## config.mk

```make
export PLATFORM = sky130hd
export DESIGN_NAME = div_seq_flat
export DESIGN_NICKNAME = d
export VERILOG_FILES = /design/src/rtl/div_pkg.sv /design/src/rtl/div_seq_if.sv /design/src/rtl/div_step.sv /design/src/rtl/div_seq.sv /design/src/flat_wrapper.sv
export SDC_FILE = /design/constraint.sdc
export NUM_CORES = 1
export LEC_CHECK = 0
export CAP_MARGIN = 30
export CORE_MARGIN = 1
export CORE_UTILIZATION = 30
export CTS_CLUSTER_SIZE = 30
export DETAILED_ROUTE_END_ITERATION = 10
export SYNTH_ARGS = -nofsm -noshare
export SYNTH_HDL_FRONTEND = slang
export SYNTH_SLANG_ARGS = --single-unit
```

## constraint.sdc

```tcl
create_clock -name clock -period 5.55 [get_ports clock]
set_clock_uncertainty 0.15 [all_clocks]
set_input_delay 0.8325 -clock clock [delete_from_list [all_inputs] [get_ports clock]]
set_output_delay 0.8325 -clock clock [all_outputs]
set_load 0.02 [all_outputs]
```

## src/rtl/div_pkg.sv

```systemverilog
`default_nettype none
// ============================================================================
//  Module      : div_pkg
//  Description : Shared types and constants for the sequential divider.
//  Revision    : 1.0 - initial release
// ============================================================================
package div_pkg;

  localparam int DIV_WIDTH   = 32;
  localparam int DIV_LATENCY = DIV_WIDTH + 2;

  typedef enum logic [2:0] {
    IDLE = 3'd0,
    RUN  = 3'd1,
    FIX  = 3'd2,
    DONE = 3'd3,
    ZERO = 3'd4
  } div_state_t;

endpackage : div_pkg
`default_nettype wire

```

## src/rtl/div_seq_if.sv

```systemverilog
`default_nettype none
// ============================================================================
//  Module      : div_seq_if
//  Description : Request/response bundle between the control unit (master)
//                and the sequential divider (slave).
//  Revision    : 1.0 - initial release
// ============================================================================
interface div_seq_if
  import div_pkg::*;
#(
  parameter int WIDTH = DIV_WIDTH
);

  logic             start;
  logic             signed_op;
  logic [WIDTH-1:0] dividend;
  logic [WIDTH-1:0] divisor;
  logic             busy;
  logic             done;
  logic             div_zero;
  logic [WIDTH-1:0] lo;
  logic [WIDTH-1:0] hi;

  modport master (
    output start, signed_op, dividend, divisor,
    input  busy, done, div_zero, lo, hi
  );

  modport slave (
    input  start, signed_op, dividend, divisor,
    output busy, done, div_zero, lo, hi
  );

endinterface : div_seq_if
`default_nettype wire

```

## src/rtl/div_step.sv

```systemverilog
`default_nettype none
// ============================================================================
//  Module      : div_step
//  Description : One combinational restoring-division iteration. Shifts the
//                next dividend bit into the partial remainder, trial-subtracts
//                the divisor and shifts the resulting quotient bit in.
//  Revision    : 1.0 - initial release
// ============================================================================
module div_step
  import div_pkg::*;
#(
  parameter int WIDTH = DIV_WIDTH
) (
  input  logic [WIDTH-1:0] i_rem,
  input  logic [WIDTH-1:0] i_quo,
  input  logic [WIDTH-1:0] i_divisor,
  output logic [WIDTH-1:0] o_rem,
  output logic [WIDTH-1:0] o_quo
);

  // One extra bit: the shifted remainder can reach 2*divisor-1.
  logic [WIDTH:0] w_shifted;
  logic [WIDTH:0] w_trial;

  assign w_shifted = {i_rem, i_quo[WIDTH-1]};
  assign w_trial   = w_shifted - {1'b0, i_divisor};

  // Keep the subtraction only when it did not borrow.
  always_comb begin
    o_rem = w_shifted[WIDTH-1:0];
    o_quo = {i_quo[WIDTH-2:0], 1'b0};
    if (!w_trial[WIDTH]) begin
      o_rem    = w_trial[WIDTH-1:0];
      o_quo[0] = 1'b1;
    end
  end

endmodule : div_step
`default_nettype wire

```

## src/rtl/div_seq.sv

```systemverilog
`default_nettype none
// ============================================================================
//  Module      : div_seq
//  Description : Sequential WIDTH-bit integer divider (DIV/DIVU). One quotient
//                bit per clock, WIDTH+2 cycle latency, divide-by-zero pulse.
//                Build option: DIV_SIGNED_EN enables signed operation; when
//                undefined every request is treated as unsigned.
//  Revision    : 1.0 - initial release
// ============================================================================
module div_seq
  import div_pkg::*;
#(
  parameter int WIDTH = DIV_WIDTH
) (
  input  logic     clock,
  input  logic     reset,
  div_seq_if.slave bus
);

  localparam int               CNT_W  = $clog2(WIDTH);
  localparam logic [CNT_W-1:0] C_LAST = CNT_W'(WIDTH - 1);

  div_state_t       r_state;
  logic [CNT_W-1:0] r_count;
  logic [WIDTH-1:0] r_rem;
  logic [WIDTH-1:0] r_quo;
  logic [WIDTH-1:0] r_divMag;
  logic             r_busy;
  logic             r_done;
  logic             r_divZero;
  logic [WIDTH-1:0] r_hi;
  logic [WIDTH-1:0] r_lo;

  logic [WIDTH-1:0] w_magA;
  logic [WIDTH-1:0] w_magB;
  logic [WIDTH-1:0] w_remNext;
  logic [WIDTH-1:0] w_quoNext;
  logic [WIDTH-1:0] w_hiFix;
  logic [WIDTH-1:0] w_loFix;

`ifdef DIV_SIGNED_EN
  logic r_negQ;
  logic r_negR;
  logic w_negA;
  logic w_negB;

  // Magnitudes fit WIDTH bits unsigned, including the most negative value.
  assign w_negA  = bus.signed_op & bus.dividend[WIDTH-1];
  assign w_negB  = bus.signed_op & bus.divisor[WIDTH-1];
  assign w_magA  = w_negA ? -bus.dividend : bus.dividend;
  assign w_magB  = w_negB ? -bus.divisor  : bus.divisor;
  // Quotient negated on differing signs; remainder follows the dividend.
  assign w_loFix = r_negQ ? -r_quo : r_quo;
  assign w_hiFix = r_negR ? -r_rem : r_rem;
`else
  assign w_magA  = bus.dividend;
  assign w_magB  = bus.divisor;
  assign w_loFix = r_quo;
  assign w_hiFix = r_rem;
`endif

  div_step #(.WIDTH(WIDTH)) u_step (
    .i_rem     (r_rem),
    .i_quo     (r_quo),
    .i_divisor (r_divMag),
    .o_rem     (w_remNext),
    .o_quo     (w_quoNext)
  );

  // Control FSM, iteration datapath and registered outputs.
  always_ff @(posedge clock) begin
    if (reset) begin
      r_state   <= IDLE;
      r_count   <= '0;
      r_rem     <= '0;
      r_quo     <= '0;
      r_divMag  <= '0;
      r_busy    <= 1'b0;
      r_done    <= 1'b0;
      r_divZero <= 1'b0;
      r_hi      <= '0;
      r_lo      <= '0;
`ifdef DIV_SIGNED_EN
      r_negQ    <= 1'b0;
      r_negR    <= 1'b0;
`endif
    end else begin
      r_done    <= 1'b0;
      r_divZero <= 1'b0;
      unique case (r_state)
        IDLE: begin
          if (bus.start) begin
            r_busy <= 1'b1;
            if (bus.divisor == '0) begin
              // No iteration; hi/lo keep their previous values.
              r_state   <= ZERO;
              r_done    <= 1'b1;
              r_divZero <= 1'b1;
            end else begin
              r_state  <= RUN;
              r_count  <= '0;
              r_rem    <= '0;
              r_quo    <= w_magA;
              r_divMag <= w_magB;
`ifdef DIV_SIGNED_EN
              r_negQ   <= w_negA ^ w_negB;
              r_negR   <= w_negA;
`endif
            end
          end
        end
        RUN: begin
          r_rem   <= w_remNext;
          r_quo   <= w_quoNext;
          r_count <= r_count + 1'b1;
          if (r_count == C_LAST) begin
            r_state <= FIX;
          end
        end
        FIX: begin
          r_hi    <= w_hiFix;
          r_lo    <= w_loFix;
          r_done  <= 1'b1;
          r_state <= DONE;
        end
        DONE, ZERO: begin
          r_busy  <= 1'b0;
          r_state <= IDLE;
        end
        default: begin
          r_busy  <= 1'b0;
          r_state <= IDLE;
        end
      endcase
    end
  end

  assign bus.busy     = r_busy;
  assign bus.done     = r_done;
  assign bus.div_zero = r_divZero;
  assign bus.hi       = r_hi;
  assign bus.lo       = r_lo;

endmodule : div_seq
`default_nettype wire

```

## src/flat_wrapper.sv

```systemverilog
// flat-port wrapper written by rule: the top's interface ports become plain ports
module div_seq_flat import div_pkg::*;
#(
  parameter int WIDTH = DIV_WIDTH
)
  (clock, reset, bus_start, bus_signed_op, bus_dividend, bus_divisor, bus_busy, bus_done, bus_div_zero, bus_lo, bus_hi);
  div_seq_if #(.WIDTH(WIDTH)) bus_i ();
  input  logic clock;
  input  logic reset;
  input wire logic [$bits(bus_i.start)-1:0] bus_start;
  input wire logic [$bits(bus_i.signed_op)-1:0] bus_signed_op;
  input wire logic [$bits(bus_i.dividend)-1:0] bus_dividend;
  input wire logic [$bits(bus_i.divisor)-1:0] bus_divisor;
  output wire logic [$bits(bus_i.busy)-1:0] bus_busy;
  output wire logic [$bits(bus_i.done)-1:0] bus_done;
  output wire logic [$bits(bus_i.div_zero)-1:0] bus_div_zero;
  output wire logic [$bits(bus_i.lo)-1:0] bus_lo;
  output wire logic [$bits(bus_i.hi)-1:0] bus_hi;
  assign bus_i.start = bus_start;
  assign bus_i.signed_op = bus_signed_op;
  assign bus_i.dividend = bus_dividend;
  assign bus_i.divisor = bus_divisor;
  assign bus_busy = bus_i.busy;
  assign bus_done = bus_i.done;
  assign bus_div_zero = bus_i.div_zero;
  assign bus_lo = bus_i.lo;
  assign bus_hi = bus_i.hi;
  div_seq #(.WIDTH(WIDTH)) u_core (.clock(clock), .reset(reset), .bus(bus_i));
endmodule
```

==> reports/metrics.yaml <==
status: "finished, final reports clean"
wl_per_cell_um: 15.1
dp.cells: 1452
drt-total-wl_um: 22500
peakVddDrop_mv: 0.251
fp-row-count: 60
drc: 0
io_buffers: 133
grt_usage_pct: 16.3
ys_async_sr_fraction_pct: 0
max_cap_viol_count: 0
drive_gt1_share_pct: 5.77
hold_path_end: "u_core.bus.hi[6]$_SDFFE_PP0P_"
worst_pin_slew_ns: 0.846
drt_iter0_drc: 503
ios: 135
firstDrtPassIters: 5
area_growth_syn_to_layout_pct: 27.3
grt_overflow: 0
multi_input_area_um2: 4420
reg2reg_to: "u_core.r_rem[29]$_SDFFE_PP0P_"
die_h_um: 168
hpwl_um: 15600
yosysTopAreaCell: "dfxtp_1"
cts_setup_buffers: 0
place_congestion: 0.866
synth_edf_count: 0
die_w_um: 168
vias_per_cell: 4.97
period_needed_ns: 3.76
power_density_nw_per_um2: 495
clock_latency_ns: 0.44
whs_ns: 0.304
antenna_found_initial: 0
grt_max_degree: 74
clk_pin_slew_ns: 0.07
grt_pass1_vias: 7059
hold_class: "register to register"
finalInstanceArea_um2: 10500
worst-setup-path-type: "primary input to register"
ys_seq_area_share_pct: 41.5
rsz0062_at_grt: "no"
r2r_cells: 13
holdPathStages: 2
grt_pass1_wl_um: 36500
syn_nets: 1137
cts_sinks: 171
synth-seq-cells: 171
worstPathMaxFanout: 41
seq_area_um2: 3420
dieArea_um2: 28100
fillers: 2767
ys.flop_type: "dfxtp_1"
setup_tns_ns: 0
hold_path.startpoint: "u_core.bus.hi[6]$_SDFFE_PP0P_"
hold_viol_final: 0
slew_headroom_pct: 43.6
syn_area_um2: 8240
avgSynthCellArea_um2: 7.97
drv_slew: 0
h-tree-depth: 4
endpoint_kind: "register"
numCtsBuffers: 17
instances_no_fill: 1485
setup_violations: 0
arrival_ns: 3.98
coreArea_um2: 27000
final_cell_mix: "nand2_1, dfxtp_1, a21oi_1, clkdlybuf4s50_1, inv_1"
ff2ff_setup_slack_ns: 1.96
cts_resized: 0
final_core_util_pct: 39.0
vias: 7384
ys_warn_count: 0
synthCells: 1034
cp_data_required_time_ns: 5.77
synth_area_leaders: "dfxtp_1, nand2_1, a21oi_1"
postPlaceCellArea_um2: 9860
drtAntennaViolNets: 0
cts_tree: "yes"
cp-startpoint: "bus_divisor[31]"
yosysUniqueCellTypes: 61
start_util_pct: 30.6
cts_hold_buf: 0
fin_nets: 1234
final_common_cell: "nand2_1"
clock.fmax_mhz: 266
p_leak_uw: 0.00379
r2r_start: "u_core.r_quo[31]$_SDFFE_PP0P_"
period_share_pct: 67.8
insertedDiodeCount: 0
yosys.area.top_type_share_pct: 41.5
worst_setup_path_start_kind: "primary input"
clockBufferDepth: 2
clockRootBuffer: "clkbuf_16"
through the flow:
stage	setup WS (ns)	total power [uW]
6_report	1.79	5190
5_1_grt	1.67	5550
4_1_cts	1.86	5220
3_5_place_dp	1.43	3950
3_3_place_gp	1.48	3840
2_1_floorplan	2.48	3450
worst max-delay path: stages:
cell and delay, ns:
clkdlybuf4s50_1 0.42, nor4_1 0.74, nand4_1 0.32, nor2_1 0.26, nor3_2 0.08, buf_4 0.29
nor3_2 0.41, buf_4 0.38, nand2_1 0.11, o21ai_1 0.08
routing by layer:
metal | global-route usage [%] | part of all wire (%)
met2 | 27.0 | 46
met1 | 21.2 | 48
met4 | 5.46 | 1.5
met5 | 0 | 0
met3 | 2.96 | 4.0
how the worst max path moves through the flow:
stage                                    endpoint  slack [ns]  depth (start not counted)
finish              u_core.r_rem[12]$_SDFFE_PP0P_        1.79                         10
global route        u_core.r_rem[12]$_SDFFE_PP0P_        1.67                         10
CTS                 u_core.r_rem[12]$_SDFFE_PP0P_        1.86                         10
detailed placement  u_core.r_rem[20]$_SDFFE_PP0P_        1.43                          9
global placement    u_core.r_rem[21]$_SDFFE_PP0P_        1.48                          9
floorplan           u_core.r_rem[24]$_SDFFE_PP0P_        2.48                         13
cells in the mapped netlist (7+ instances only):
cell      instances
nand2_1         270
dfxtp_1         171
a21oi_1         161
clkbuf_1         51
inv_1            38
ha_1             34
a22oi_1          32
nor2_1           27
o21ai_1          20
mux2i_1          18
o21ai_0          17
xnor2_1          17
a21o_1           13
nor3_1           13
xor2_1           13
nand3_1          10
nor4_1           10
nand4_1           9
a221o_1           8
and2_1            7
buf_2             7
cell families (layout without fill, tap and decap cells):
family          count (synthesis)  count (layout)  synth area share (%)
simple gates                  373             373                  19.3
fa+ha+maj                      35              35                  5.40
flops                         171             171                  41.5
xor+xnor                       32              32                  3.85
mux                            18              18                  2.19
compound gates                301             301                  22.6
buf+inv                       104             214                  5.16
registers in the layout, indices dropped and copies added (netlist names):
register             flops
u_core.bus.done          1
u_core.r_rem            32
u_core.r_count           5
u_core.r_divMag         32
u_core.r_state           3
u_core.r_quo            32
u_core.bus.lo           32
u_core.bus.hi           32
u_core.bus.div_zero      1
u_core.bus.busy          1
where the power goes:
part           switching [uW]  internal (uW)
logic                    1360           1150
clock network             594            653
registers                 111           1330
total                    2060           3130
final cells by class:
| type | count | area share, % |
|---|---|---|
| repair buffers | 144 | 13.9 |
| clock buffers | 17 | 4.05 |
| flip-flops and latches | 171 | 32.6 |
| inverters | 38 | 1.36 |
| clock inverters | 15 | 1.88 |
| well taps | 341 | 4.06 |
| multi-input cells | 759 | 42.1 |
(Power assumes the default switching activity.)
==> RTL change: new RTL, config.mk and constraints unchanged <==
Encoding of `div_state_t`: now one-hot (5 bits for 5 states).
--- a/src/rtl/div_pkg.sv
+++ b/src/rtl/div_pkg.sv
@@ -9,12 +9,12 @@
   localparam int DIV_WIDTH   = 32;
   localparam int DIV_LATENCY = DIV_WIDTH + 2;
 
-  typedef enum logic [2:0] {
-    IDLE = 3'd0,
-    RUN  = 3'd1,
-    FIX  = 3'd2,
-    DONE = 3'd3,
-    ZERO = 3'd4
+  typedef enum logic [4:0] {
+    IDLE = 5'b00001,
+    RUN  = 5'b00010,
+    FIX  = 5'b00100,
+    DONE = 5'b01000,
+    ZERO = 5'b10000
   } div_state_t;
 
 endpackage : div_pkg
Formal check against the unedited RTL: same outputs for any inputs over 10 cycles, from zero or initial values and one cycle with reset high; not proved beyond that.
==> RTL change against the unedited design <==
Wire length rose by 5.5%. Largest cell class unchanged. Critical path type unchanged. Global-route usage up 0.81 points. Final cell count up 2.8%. Worst hold slack worse by 0.96 ps. Design area is essentially flat. Register-to-register slack lost 280 ps. Critical endpoint is now u_core.r_quo[12]. Area after synthesis increased by 0.82%. Sequential share of layout area grew 0.39 points. Setup slack worse by 190 ps. Sequential cell count up 2.
Power is not compared: it rests on default switching activity, and its combinational part moved more than twofold at a synthesized area within 25%.
==> RTL change: results (changes against the unedited design) <==
[run_status]
run_status=complete, no violations

[grt]
global_route.usage.total_pct=17.1  ; +0.81 points
global_route.usage.met1_pct=21.7  ; +0.47 points
antenna_found_initial=0  ; unchanged
grt.met2_usage_pct=28.6  ; +1.6 points
met3_track_utilization_from_global_routing_pct=4.49  ; +1.5 points
first_global_vias=7296  ; +3.4%
largest_net_degree_at_the_start_of_global_routing=88  ; +19%
first_pass_grt_wire_length_mm=38.8  ; +6.3%

[finish]
num_antenna_cells=0  ; unchanged
layout-drive-gt1-share_pct=5.20  ; -0.57 points
fin_cells=1526  ; +2.8%
final_nets=1244  ; +0.81%

[worst_hold_path]
min_to=u_core.bus.hi[21]
hp-class=register to register
min_delay_path_depth=2  ; unchanged
hp-start=u_core.bus.hi[21]

[drt]
detail_route.vias_per_cell=4.99  ; +0.32%
met2_wirelength_mm=11.2  ; +7.2%
routed_wirelength_mm=23.7  ; +5.5%
drt_pre_antenna_iters=5  ; unchanged
wl_met3_mm=1.38  ; +52%
m1WireLength_mm=10.8  ; +0.22%
violation_count_after_the_first_detailed_routing_iteration=465  ; -7.6%

[timing]
slew_headroom_pct=34.9  ; -8.7 points
fin_crit_ps=3950  ; +187 ps

[setup_path]
r2r_setup_slack_ps=1680  ; -280 ps
r2r_cells=12  ; -1
critPathMaxFanout=32  ; -22%
critical_path_arrival_ps=4160  ; +180 ps
critPathCapture=u_core.r_quo[12]
r2r_path_end=u_core.r_rem[25]
r2r-start=u_core.r_quo[31]
crit_startpoint=bus_divisor[3]

[power]
cell_internal_pwr_mw=2.09
clock_power_mw=1.14
power_leader=registers
leakagePower_nw=3.69
comb-power_uw=459
ir_drop_mv=0.201
power.switching_uw=820

[yosys]
synthMuxAreaShare_pct=2.05  ; -0.14 points
post_synth_main_area_contributors=dfxtp_1 42%, nand2_1 13%, a21oi_1 9.7%, ha_1 5.1%, a22oi_1 3.0%
ranking_of_synthesized_cells_by_instance_count=277 x nand2_1, 173 x dfxtp_1, 161 x a21oi_1
synth_compound_area_share_pct=22.8  ; +0.25 points
synth_adder_area_share_pct=5.36  ; -0.044 points
syn-mean-instance-area_um2=7.94  ; -0.43%
synth.distinct_cells=64  ; +4.9%
yosys.area.top_type_share_pct=41.7  ; +0.14 points
top_ff_cell_synth=dfxtp_1
synth_xor_area_share_pct=3.18  ; -0.68 points
fraction_of_the_yosys_area_taken_by_sequential_cells_pct=41.7  ; +0.14 points

[clocking]
cts_buffers=17  ; unchanged
post_cts.resized_instances=0  ; unchanged
cts_max_level=4  ; unchanged
clock_tree.buffer_depth=2  ; unchanged
clkLatencyLatePin_ps=430

[placement]
dp_hpwl_mm=16.8  ; +7.6%
portBuffers=133  ; unchanged
gp_routability_congestion=0.860  ; -0.72%

-- RTL change: stage by stage --
stage / utilization (%) / area (um2) / worst slack [ps] / hold WS [ps]
floorplan: - / 8310 / 2730 / 286
global placement: 36.6 / 9920 / 1180 / 294
detailed placement: 36.7 / 9940 / 1120 / 297
CTS: 38.7 / 10500 / 1560 / 306
global route: 38.7 / 10500 / 1250 / 321
finish: 38.7 / 10500 / 1600 / 303
-- RTL change: cell type report --
type	count	area [um2]
fillers	2853	16600
flip-flops and latches	173	3460
clock inverters	12	114
multi-input cells	770	4460
well taps	372	465
clock buffers	20	437
inverters	36	135
repair buffers	143	1420
-- RTL change: critical path, stage by stage --
cell             delay (ps)
clkdlybuf4s50_1         430
nor4_1                  480
nand2_1                  90
nor4_1                  800
nor2_4                  340
nor2_2                  560
buf_4                   370
nand2_1                  80
a21oi_1                 150
